File: src/rtl/decodificador_fila.sv
// Gray-to-binary decoder into a 4-deep FIFO; head on Q one cycle after capture, ack pops, words offered while full are dropped (sticky overflow).
// Optional DECODIFICADOR_SEG7_EN adds a registered seven-segment view of the head entry.
module decodificador_fila (
  input  logic       clk,
  input  logic       reset,
  input  logic       S3,
  input  logic       S2,
  input  logic       S1,
  input  logic       S0,
  input  logic       ready,
  input  logic       ack,
  output logic [3:0] Q,
  output logic       valid,
  output logic [2:0] count,
  output logic       full,
  output logic       overflow
`ifdef DECODIFICADOR_SEG7_EN
  ,
  output logic [6:0] seg
`endif
);

  logic       r_ready_q;
  logic       r_armed;
  logic [1:0] r_wr_ptr;
  logic [1:0] r_rd_ptr;
  logic [2:0] r_count;
  logic       r_overflow;
  logic [3:0] r_mem [4];
  logic [3:0] r_head;

  logic       w_valid;
  logic       w_full;
  logic       w_cap;
  logic       w_pop;
  logic       w_push;
  logic       w_drop;
  logic [3:0] w_dec;
  logic [1:0] w_rd_ptr_nxt;
  logic [2:0] w_count_nxt;
  logic [3:0] w_head_nxt;

  assign w_valid      = (r_count != 3'd0);
  assign w_full       = (r_count == 3'd4);
  assign w_dec        = {S3, S3 ^ S2, S3 ^ S2 ^ S1, S3 ^ S2 ^ S1 ^ S0};
  // r_armed blocks a capture until ready has been seen low after reset
  assign w_cap        = ready & ~r_ready_q & r_armed;
  assign w_pop        = w_valid & ack;
  assign w_push       = w_cap & (~w_full | w_pop);
  assign w_drop       = w_cap & w_full & ~w_pop;
  assign w_rd_ptr_nxt = r_rd_ptr + {1'b0, w_pop};
  assign w_count_nxt  = r_count + {2'b00, w_push} - {2'b00, w_pop};

  // Next head: the word written this cycle if it lands at the new read slot
  always_comb begin
    w_head_nxt = 4'd0;
    if (w_count_nxt != 3'd0) begin
      if (w_push && (r_wr_ptr == w_rd_ptr_nxt))
        w_head_nxt = w_dec;
      else
        w_head_nxt = r_mem[w_rd_ptr_nxt];
    end
  end

  always_ff @(posedge clk) begin
    if (!reset && w_push)
      r_mem[r_wr_ptr] <= w_dec;
  end

  always_ff @(posedge clk) begin
    if (reset) begin
      r_ready_q  <= 1'b0;
      r_armed    <= 1'b0;
      r_wr_ptr   <= 2'd0;
      r_rd_ptr   <= 2'd0;
      r_count    <= 3'd0;
      r_overflow <= 1'b0;
      r_head     <= 4'd0;
    end else begin
      r_ready_q <= ready;
      r_armed   <= r_armed | ~ready;
      r_wr_ptr  <= r_wr_ptr + {1'b0, w_push};
      r_rd_ptr  <= w_rd_ptr_nxt;
      r_count   <= w_count_nxt;
      r_head    <= w_head_nxt;
      if (w_drop)
        r_overflow <= 1'b1;
    end
  end

  assign Q        = r_head;
  assign valid    = w_valid;
  assign count    = r_count;
  assign full     = w_full;
  assign overflow = r_overflow;

`ifdef DECODIFICADOR_SEG7_EN
  logic [6:0] r_seg;

  // Segment order {g,f,e,d,c,b,a}, active high
  function automatic logic [6:0] f_seg7(input logic [3:0] d);
    case (d)
      4'h0: f_seg7 = 7'b0111111;
      4'h1: f_seg7 = 7'b0000110;
      4'h2: f_seg7 = 7'b1011011;
      4'h3: f_seg7 = 7'b1001111;
      4'h4: f_seg7 = 7'b1100110;
      4'h5: f_seg7 = 7'b1101101;
      4'h6: f_seg7 = 7'b1111101;
      4'h7: f_seg7 = 7'b0000111;
      4'h8: f_seg7 = 7'b1111111;
      4'h9: f_seg7 = 7'b1101111;
      4'hA: f_seg7 = 7'b1110111;
      4'hB: f_seg7 = 7'b1111100;
      4'hC: f_seg7 = 7'b0111001;
      4'hD: f_seg7 = 7'b1011110;
      4'hE: f_seg7 = 7'b1111001;
      default: f_seg7 = 7'b1110001;
    endcase
  endfunction

  always_ff @(posedge clk) begin
    if (reset)
      r_seg <= 7'd0;
    else if (w_count_nxt != 3'd0)
      r_seg <= f_seg7(w_head_nxt);
    else
      r_seg <= 7'd0;
  end

  assign seg = r_seg;
`endif

endmodule
File: config.mk
export PLATFORM = sky130hd
export DESIGN_NAME = decodificador_fila
export DESIGN_NICKNAME = d
export VERILOG_FILES = /design/src/rtl/decodificador_fila.sv
export SDC_FILE = /design/constraint.sdc
export NUM_CORES = 1
export LEC_CHECK = 0
export CAP_MARGIN = 20
export CORE_MARGIN = 4
export CORE_UTILIZATION = 47
export CTS_CLUSTER_DIAMETER = 60
export CTS_CLUSTER_SIZE = 28
export DETAILED_ROUTE_END_ITERATION = 16
export GPL_TIMING_DRIVEN = 0
export PLACE_DENSITY = 0.85
export REMOVE_ABC_BUFFERS = 1
export SYNTH_ARGS = -nofsm -noshare
export SYNTH_HDL_FRONTEND = slang
export SYNTH_SLANG_ARGS = --single-unit
File: constraint.sdc
create_clock -name clk -period 2.42 [get_ports clk]
set_input_delay 0.484 -clock clk [delete_from_list [all_inputs] [get_ports clk]]
set_output_delay 0.484 -clock clk [all_outputs]
set_load 0.05 [all_outputs]
==> results of run 1 <==
## Yosys cell counts (all sizes together)
cell type,number
nand4,1
dfxtp,14
and3,1
and4bb,1
and2,1
fa,1
nand2,3
or3,1
o21ai,1
xor2,3
xor3,1
a21o,1
nor4b,1
xnor3,1
mux4,4
nor2b,6
or4b,1
xnor2,4
clkbuf,1
buf,1
nor3,1
edfxtp,16
ha,3
a21oi,1
nor2,13
inv,3
nor3b,1
nand3b,1
nor4,1
mux2i,4
## placed cells by master, fill, tap and decap left out, types with 2 or more instances in the layout
cell             synthesis  layout
nor2_1                  13      11
dfxtp_1                 14      11
xor2_1                   3       3
clkdlybuf4s50_1          0      15
mux2i_1                  4       4
clkbuf_4                 0       5
mux4_2                   4       4
edfxtp_1                16      16
dfxtp_4                  0       2
inv_1                    3       3
nand2_1                  3       2
xnor2_1                  4       3
clkinvlp_4               0       2
nor2b_1                  6       6
buf_4                    0      12
ha_1                     3       2
nor2_2                   0       2
## how the worst max path moves through the flow
stage / to / cells past startpoint / start / slack, ns
floorplan: Q[0]$_SDFF_PP0_ / 10 / count[1]$_SDFF_PP0_ / -0.42
global placement: Q[0]$_SDFF_PP0_ / 11 / ack / -0.55
detailed placement: Q[3]$_SDFF_PP0_ / 11 / ack / -0.55
CTS: Q[3]$_SDFF_PP0_ / 10 / count[2]$_SDFF_PP0_ / 0.01
global route: Q[3]$_SDFF_PP0_ / 11 / count[1]$_SDFF_PP0_ / -0.04
finish: r_wr_ptr[0]$_SDFF_PP0_ / 13 / count[1]$_SDFF_PP0_ / 0.04
## cell type report
type | count | area (um^2)
tap | 30 | 37.5
multi-input combinational | 57 | 564
timing repair buffer | 29 | 262
clock buffer | 5 | 37.5
clock inverter | 3 | 45.0
inverter | 3 | 11.3
sequential | 30 | 769
fill | 189 | 818
## logic make-up (layout without fill, tap and decap cells)
group                      after synthesis  in the layout
AOI/OAI and AO/OA                        3              3
xor gates and xnor gates                 9              9
adders and majority gates                4              4
buffers and inverters                    5             40
DFF                                     30             30
muxes                                    8              8
and+or+nand+nor                         33             33
## routing by layer
| layer | global-route usage (%) | wire [um] | up-vias |
|---|---|---|---|
| met4 | 5.57 | 14 | 0 |
| met2 | 22.4 | 1130 | 11 |
| met1 | 16.3 | 1090 | 378 |
| li1 | - | - | 396 |
| met5 | 0 | 0 | - |
| met3 | 3.83 | 87 | 3 |
## worst max-delay path, delay by kind of cell (launching register included)
kind,cells,cell delay [ns]
AND/OR/NAND/NOR,3,0.50
adder cells (fa/ha/maj),1,0.25
buffers and inverters,9,1.14
flip-flops,1,0.36
## report_power, final
part           total [W]  internal, W  switching, W  leakage (nW)
sequential      0.000654     0.000615     0.0000394         0.261
clock           0.000397     0.000217      0.000181        0.0374
combinational   0.000986     0.000452      0.000534         0.381
## stage by stage
stage / std cells / hold slack, ns / power [W]
2_1_floorplan: 90 / 0.433 / 0.00130
3_3_place_gp: 137 / 0.446 / 0.00148
3_5_place_dp: 137 / 0.453 / 0.00151
4_1_cts: 155 / 0.468 / 0.00196
5_1_grt: 157 / 0.438 / 0.00213
6_report: 157 / 0.424 / 0.00204
## repair_timing
item,in CTS,in global routing
setup buffers,10,2
gates resized for setup,11,9
pin swaps,5,6
endpoints found under the setup margin,5,6
## flip-flops by register name (all words and copies together) (netlist names)
| signal | count |
|---|---|
| count | 3 |
| r_rd_ptr | 2 |
| r_armed | 1 |
| Q | 4 |
| r_mem | 16 |
| r_ready_q | 1 |
| overflow | 1 |
| r_wr_ptr | 2 |
==> impl_results.md, run 1 <==
- Leakage Power: 0.680 nW
- Crit path DAT: approximately 2.6 ns
- Nets: about 140
- Worst IR Drop VDD: 0.804 mV
- Post-Place Cell Area: 1490 um^2
- Maximum root-to-sink buffer count: 2
- Largest family of logic cells by synthesized area: simple AND/OR/NAND/NOR gates
- Antenna-violating nets left: 0
- Max-cap viol count: 0
- Largest stage delay on the critical path: 0.36 ns
- Hold path start: ready
- HP Class: in2reg
- Post-DP HPWL: 1490 um
- Clk Latency, worst-skew pair: about 0.32 ns
- Post-Synth Adder-Cell Area: under 10%
- Startpoint Class: flip-flop
- Final Critical Period: between 2 and 2.5 ns
- Final Hold Fails: 0
- Largest net degree at the start of global routing: 15
- CTS sink cnt: 30
- Hold Path Depth: 2
- Clock transition at the registers of the reported paths: 0.11 ns
- Global Route Usage Sum: around 13%
- Largest cells by area after synthesis: edfxtp_1 (37%), dfxtp_1 (22%), mux4_2 (7.0%)
- Max Slew Vio Count: 0
- Cts bufs inserted: 5
- RR Startpoint: count[1]$_SDFF_PP0_
- Core ar.: 2540 um^2
- Final Core Density: 67.8%
- DR WL/cell: around 15 um
- Number of placement rows: 18
- Largest area contributor in the netlist: edfxtp_1
- Final WS setup: roughly 0.040 ns
- Register area share after synthesis: 58.7%
- CP most frequent cell: buf_4
- Hold-critical path endpoint: r_armed$_SDFF_PP0_
- CP cell instances: buf_4 -> nor4b_4 -> nor2_2 -> buf_4 -> buf_4 -> buf_4 -> buf_4 -> buf_4 -> buf_4 -> buf_4 -> buf_4 -> ha_1 -> nor2b_1
- Hold buffers post-CTS: 0
- Final Cycle Share: between 90% and 100%
- Mux share of post-synthesis cell area: about a tenth
- Antenna cells: 0
- Synth Area per Inst: 14.1 um^2
- CTS H-Tree Depth: 2
- P&R area growth vs syn: 33.3%
- Grt ovf: 0
- DP Worst Slack: -0.550 ns
- Slew @ Worst Pin: 0.828 ns
- Root Driver: clkbuf_4
- Layout cells sized above 1: 32.3%
- Slowest CP cell: dfxtp_4
- Flops & latches, synth: 30
- Width of the die: 60.5 um
- Final wirelength: 2320 um
- Vert. Die Dim: 60.5 um
- First-pass GRT wire length: 3470 um
- CTS tree: built
- Gpl congestion: 0.765
- Crit path kind: reg2reg
- CP required: 2.61 ns
- Synth Area in Compound Gates: ~1.4%
- Detailed Routing Iterations Pass 1: 4
- Initial Util: 50.9%
- R2R depth: 13
- Mapped cell area: 1290 um^2
- Post-Synth XOR/XNOR Area: 8.41%
- Status: finished clean
- Initial antenna violation count: 0
- Crit path max fanout: 6
- Fmax: 0.420 GHz
- Post-synthesis cell count: 92
- Vias in the first global route: 756
- Cell Pwr Density: 1180 nW/um^2
- Drc violations: 0
- Worst R2R End: r_wr_ptr[0]$_SDFF_PP0_
- Setup TNS: 0 ns
- Final setup fails: 0
- Yosys cell types: 30
- Ports: 18
- Fin area: 1730 um^2
- Crit end category: flip-flop
- Via count of the routed design: 788
- Yosys warns: 0
- Area share of the largest cell type after synthesis: 37.1%
- Worst R2R Setup Slack: 0.04 ns
- Port bufs: 17
- Rel. slew slack: 44.3%
- DR vias/cell: 5.02
- Die area: 3660 um^2
- Synth Area in Simple Gates: between 10% and 20%
- Iter 0 DRT Violations: 3
- Worst Skew: 0.0127 ns
(Power assumes the default switching activity.)
==> run 2: changes to the inputs <==
- CORE_UTILIZATION: 47 -> 42
- PLACE_DENSITY: 0.85 -> 0.78
==> run 2 against run 1 <==
Setup slack gained 0.025 ns. Design area shrank 1.8%. Via count up 1.5%. Total power rose by 5.1%. First-iteration DRC count rose to 5.0 times the previous value. Non-clock buffer count shrank 6. Sequential power about the same. Wire length fell by 4.7%. Clock-buffer cell count did not move. Critical path type is now reg2out. Critical endpoint is now full. Largest power group unchanged.
==> impl_results.md, run 2 (synthesis gave the netlist of run 1 again) <==
- Clk Latency, worst-skew pair: 0.33 ns (was 0.32 ns)
- CP required: 1.94 ns (was 2.61 ns)
- Startpoint Class: flip-flop (unchanged)
- Hold-critical path endpoint: r_armed$_SDFF_PP0_ (unchanged)
- CP Depth: 3 (was 13)
- Largest stage delay on the critical path: 0.84 ns (was 0.36 ns)
- CTS H-Tree Depth: 2 (unchanged)
- Cell Pwr Density: 1260 nW/um^2 (was 1180 nW/um^2)
- Final setup fails: 0 (unchanged)
- Final Cycle Share: 97.3% (was 98.3%)
- Layout cells sized above 1: 26.4% (was 32.3%)
- CP cell instances: buf_4 -> nor3b_1 -> clkdlybuf4s50_1 (was buf_4 -> nor4b_4 -> nor2_2 -> buf_4 -> buf_4 -> buf_4 -> buf_4 -> buf_4 -> buf_4 -> buf_4 -> buf_4 -> ha_1 -> nor2b_1)
- RR Startpoint: count[2]$_SDFF_PP0_ (was count[1]$_SDFF_PP0_)
- Worst R2R Setup Slack: 0.17 ns (was 0.04 ns)
- DR WL/cell: 14.5 um (was 14.8 um)
- DR vias/cell: 5.26 (was 5.02)
- Largest net degree at the start of global routing: 15 (unchanged)
- Root Driver: clkbuf_4 (unchanged)
- Gpl congestion: 0.742 (was 0.765)
- Antenna cells: 0 (unchanged)
- Initial Util: 45.4% (was 50.9%)
- Hold path start: ready (unchanged)
- Initial antenna violation count: 0 (unchanged)
- HP Class: in2reg (unchanged)
- Final wirelength: 2210 um (was 2320 um)
- RSZ-0062 raised after global routing: false
- Nets: 132 (was 138)
- Vert. Die Dim: 63.5 um (was 60.5 um)
- Clock transition at the registers of the reported paths: 0.10 ns (was 0.11 ns)
- Post-Place Cell Area: 1500 um^2 (was 1490 um^2)
- Crit end category: primary output (was flip-flop)
- Iter 0 DRT Violations: 15 (was 3)
- Status: finished clean (unchanged)
- Fin area: 1700 um^2 (was 1730 um^2)
- Post-DP HPWL: 1500 um (was 1490 um)
- Slew @ Worst Pin: 0.832 ns (was 0.828 ns)
- P&R area growth vs syn: 30.9% (was 33.3%)
- Final Critical Period: 2.36 ns (was 2.38 ns)
- Dpl cells: 138 (was 137)
- Die area: 4040 um^2 (was 3660 um^2)
- Commonest non-fill, non-tap cell in the layout: edfxtp_1 (unchanged)
- Drc violations: 0 (unchanged)
- Hold buffers post-CTS: 0 (unchanged)
- Top delay family on crit path: buffers and inverters (unchanged)
- Ports: 18 (unchanged)
- Antenna-violating nets left: 0 (unchanged)
- Fmax: 0.425 GHz (was 0.420 GHz)
- Vias in the first global route: 801 (was 756)
- Worst R2R End: Q[0]$_SDFF_PP0_ (was r_wr_ptr[0]$_SDFF_PP0_)
- Max-cap viol count: 0 (unchanged)
- Leakage Power: 0.664 nW (was 0.680 nW)
- Largest register FFs: 16 (unchanged)
- Maximum root-to-sink buffer count: 2 (unchanged)
- Via count of the routed design: 800 (was 788)
- Rel. slew slack: 44.0% (was 44.3%)
- Cts bufs inserted: 5 (unchanged)
- Detailed Routing Iterations Pass 1: 4 (unchanged)
- Crit path kind: reg2out (was reg2reg)
- Buf/Inv on CP: 2 (was 9)
- Width of the die: 63.5 um (was 60.5 um)
- Global Route Usage Sum: 12.4% (was 13.4%)
- Slowest CP cell: clkdlybuf4s50_1 (was dfxtp_4)
- R2R depth: 10 (was 13)
- Final Hold Fails: 0 (unchanged)
- First-pass GRT wire length: 3730 um (was 3470 um)
- CTS tree: built (unchanged)
- Max Slew Vio Count: 0 (unchanged)
- Most frequent cells in the layout: edfxtp_1 (16), clkdlybuf4s50_1 (15), nor2_1 (13) (was edfxtp_1 (16), clkdlybuf4s50_1 (15), buf_4 (12))
- Crit path max fanout: 6 (unchanged)
- Port bufs: 17 (unchanged)
- Number of placement rows: 19 (was 18)
- Worst Skew: 0.0101 ns (was 0.0127 ns)
- Most flop-heavy register: r_mem (unchanged)
- Grt ovf: 0 (unchanged)
- Hold Path Depth: 2 (unchanged)
- Final Instance Count excl. Fillers: 152 (was 157)
- Crit path DAT: 1.87 ns (was 2.57 ns)
- CTS sink cnt: 30 (unchanged)
- Worst IR Drop VDD: 0.714 mV (was 0.804 mV)
- Core ar.: 2850 um^2 (was 2540 um^2)
==> run 2: area by class of cell <==
cell class / instances / area [um^2]
clock buffers: 5 / 37.5
clock inverters: 3 / 63.8
fillers: 237 / 1160
inverters: 3 / 11.3
multi-input cells: 57 / 558
flip-flops and latches: 30 / 769
well taps: 31 / 38.8
repair buffers: 23 / 216
==> run 2: worst max-delay path by stage <==
| stage | slack (ns) | end | start |
|---|---|---|---|
| 2_1_floorplan | -0.42 | Q[0]$_SDFF_PP0_ | count[1]$_SDFF_PP0_ |
| 6_report | 0.06 | full | count[1]$_SDFF_PP0_ |
| 3_5_place_dp | -0.53 | Q[2]$_SDFF_PP0_ | ack |
| 3_3_place_gp | -0.53 | Q[2]$_SDFF_PP0_ | ack |
| 5_1_grt | 0.008 | Q[2]$_SDFF_PP0_ | count[1]$_SDFF_PP0_ |
| 4_1_cts | 0.04 | Q[2]$_SDFF_PP0_ | count[2]$_SDFF_PP0_ |
==> run 2: metal layers <==
| metal | track usage (%) | routed length (um) | vias to the layer above |
|---|---|---|---|
| li1 | - | - | 386 |
| met4 | 11.3 | 92 | 0 |
| met1 | 15.0 | 987 | 388 |
| met3 | 2.66 | 98 | 8 |
| met2 | 18.4 | 1030 | 18 |
| met5 | 0 | 0 | - |
==> run 2: where the power goes <==
part,switching [W],internal (W),total (W)
Sequential,0.0000422,0.000615,0.000657
Combinational,0.000525,0.000467,0.000991
Clock,0.000175,0.000318,0.000493
==> run 2: stage by stage <==
stage                     utilization [%]  total power, W  setup slack [ns]  setup TNS (ns)  hold WS (ns)
after floorplan                         -         0.00130            -0.425           -2.02         0.433
after global placement               52.4         0.00149            -0.531           -2.75         0.447
after detailed placement             52.4         0.00151            -0.533           -2.85         0.454
after CTS                            57.8         0.00209            0.0367               0         0.470
after global routing                 59.4         0.00227           0.00765               0         0.400
final                                59.4         0.00214            0.0650               0         0.411
==> run 2: repair_timing <==
action | CTS | global route
resized for setup | 11 | 6
pin swaps | 4 | 9
setup endpoints to repair | 5 | 5
setup buffers | 4 | 2
==> RTL change, RTL diff (flow settings as in run 2) <==
Build with the macro `DECODIFICADOR_SEG7_EN` defined.
--- a/src/rtl/decodificador_fila.sv
+++ b/src/rtl/decodificador_fila.sv
@@ -2,2 +2,4 @@
 // Optional DECODIFICADOR_SEG7_EN adds a registered seven-segment view of the head entry.
+`define DECODIFICADOR_SEG7_EN
+
 module decodificador_fila (
Function (old outputs only; new: seg): kept (equiv_simple and equiv_induct, registers matched by name and starting in step).
==> RTL change against run 2 <==
The flow now finishes with violations (setup timing); sequential share of layout area shrank 9.1 points; routed wire length rose by 78%; sequential cell count increased by 7; design area is 48% higher; critical path depth grew 12; setup slack worse by 0.93 ns; maximum frequency down 28%; area after synthesis is 34% higher; highest routed layer unchanged.
Power is not shown: default switching activity piles up to over one toggle a cycle in this logic, so the estimate is an artifact.
==> RTL change: results (changes against run 2) <==
* Outcome: finished, violations left (was completed)
* Violated checks: setup timing
* Routed met3 length at 158 µm (was 98 µm)
* Compound-cell area share of the yosys netlist at 4.39% (was 1.35%)
* Synth cell count leaders: 21 x sky130_fd_sc_hd__dfxtp_1, 16 x sky130_fd_sc_hd__edfxtp_1, 15 x sky130_fd_sc_hd__nor2_1, 10 x sky130_fd_sc_hd__ha_1 (was 16 x sky130_fd_sc_hd__edfxtp_1, 14 x sky130_fd_sc_hd__dfxtp_1, 13 x sky130_fd_sc_hd__nor2_1, 6 x sky130_fd_sc_hd__nor2b_1)
* Relative area of clock buffers and inverters in the final design at 3.25% (was 5.98%)
* Register clock-pin slew on the reported worst setup and hold paths at 0.07 ns (was 0.10 ns)
* Largest net degree at the start of global routing at 17 (was 15)
* Buffers excl. clock at 46 (was 23)
* CP max FO at 4 (was 6)
* Estimated wirelength of the detail-placed design at 2.34 mm (was 1.50 mm)
* Syn Area/Cell at 12.3 µm² (was 14.1 µm²)
* Storage element area at 910 µm² (was 769 µm²)
* Grt met1 use at 16.7% (was 15.0%)
* Multi-input gates at 92 (was 57)
* Delay of the slowest cell on the worst path at 0.43 ns (was 0.84 ns)
* Endpoint of the worst-slack reg-to-reg timing path: seg[3]$_SDFF_PP0_ (was Q[0]$_SDFF_PP0_)
* Worst skew pair latency at 0.29 ns (was 0.33 ns)
* Starting DRC count in detailed routing at 91 (was 15)
* Root Driver: sky130_fd_sc_hd__clkbuf_8 (was sky130_fd_sc_hd__clkbuf_4)
* Drt wl/cell at 16.3 µm (was 14.5 µm)
* Setup violators final at 11 (was 0)
* Nonclk inv count at 7 (was 3)
* Final critical-path setup slack at -0.868 ns (was 0.0650 ns)
* Area contributors post-synth: sky130_fd_sc_hd__edfxtp_1 28%, sky130_fd_sc_hd__dfxtp_1 24%, sky130_fd_sc_hd__ha_1 7.2% (was sky130_fd_sc_hd__edfxtp_1 37%, sky130_fd_sc_hd__dfxtp_1 22%, sky130_fd_sc_hd__mux4_2 7.0%)
* Final cell count without fillers at 240 (was 152)
* First-pass GRT wire length at 6.00 mm (was 3.73 mm)
* Critical path's top delay family: simple AND/OR/NAND/NOR gates (was buffers and inverters)
* Postcts setup bufs at 14 (was 4)
* Total of cells resized after clock tree synthesis at 42 (was 11)
* GR Layer Usage met3 at 4.85% (was 2.66%)
* Global placer's final weighted congestion at 0.802 (was 0.742)
RTL change: cell types whose count changed after synthesis, moves of 4 or more:
cell / delta
sky130_fd_sc_hd__a211oi_1: +4
sky130_fd_sc_hd__dfxtp_1: +7
sky130_fd_sc_hd__ha_1: +7
sky130_fd_sc_hd__inv_1: +4
RTL change: worst max-delay path by stage:
| stage | cells after the start | from | end |
|---|---|---|---|
| after floorplan | 14 | count[1]$_SDFF_PP0_ | seg[0]$_SDFF_PP0_ |
| after detailed placement | 15 | ack | seg[4]$_SDFF_PP0_ |
| after CTS | 15 | count[2]$_SDFF_PP0_ | seg[4]$_SDFF_PP0_ |
| after global placement | 15 | ack | seg[4]$_SDFF_PP0_ |
| final | 15 | count[2]$_SDFF_PP0_ | seg[3]$_SDFF_PP0_ |
| after global routing | 15 | count[2]$_SDFF_PP0_ | seg[3]$_SDFF_PP0_ |
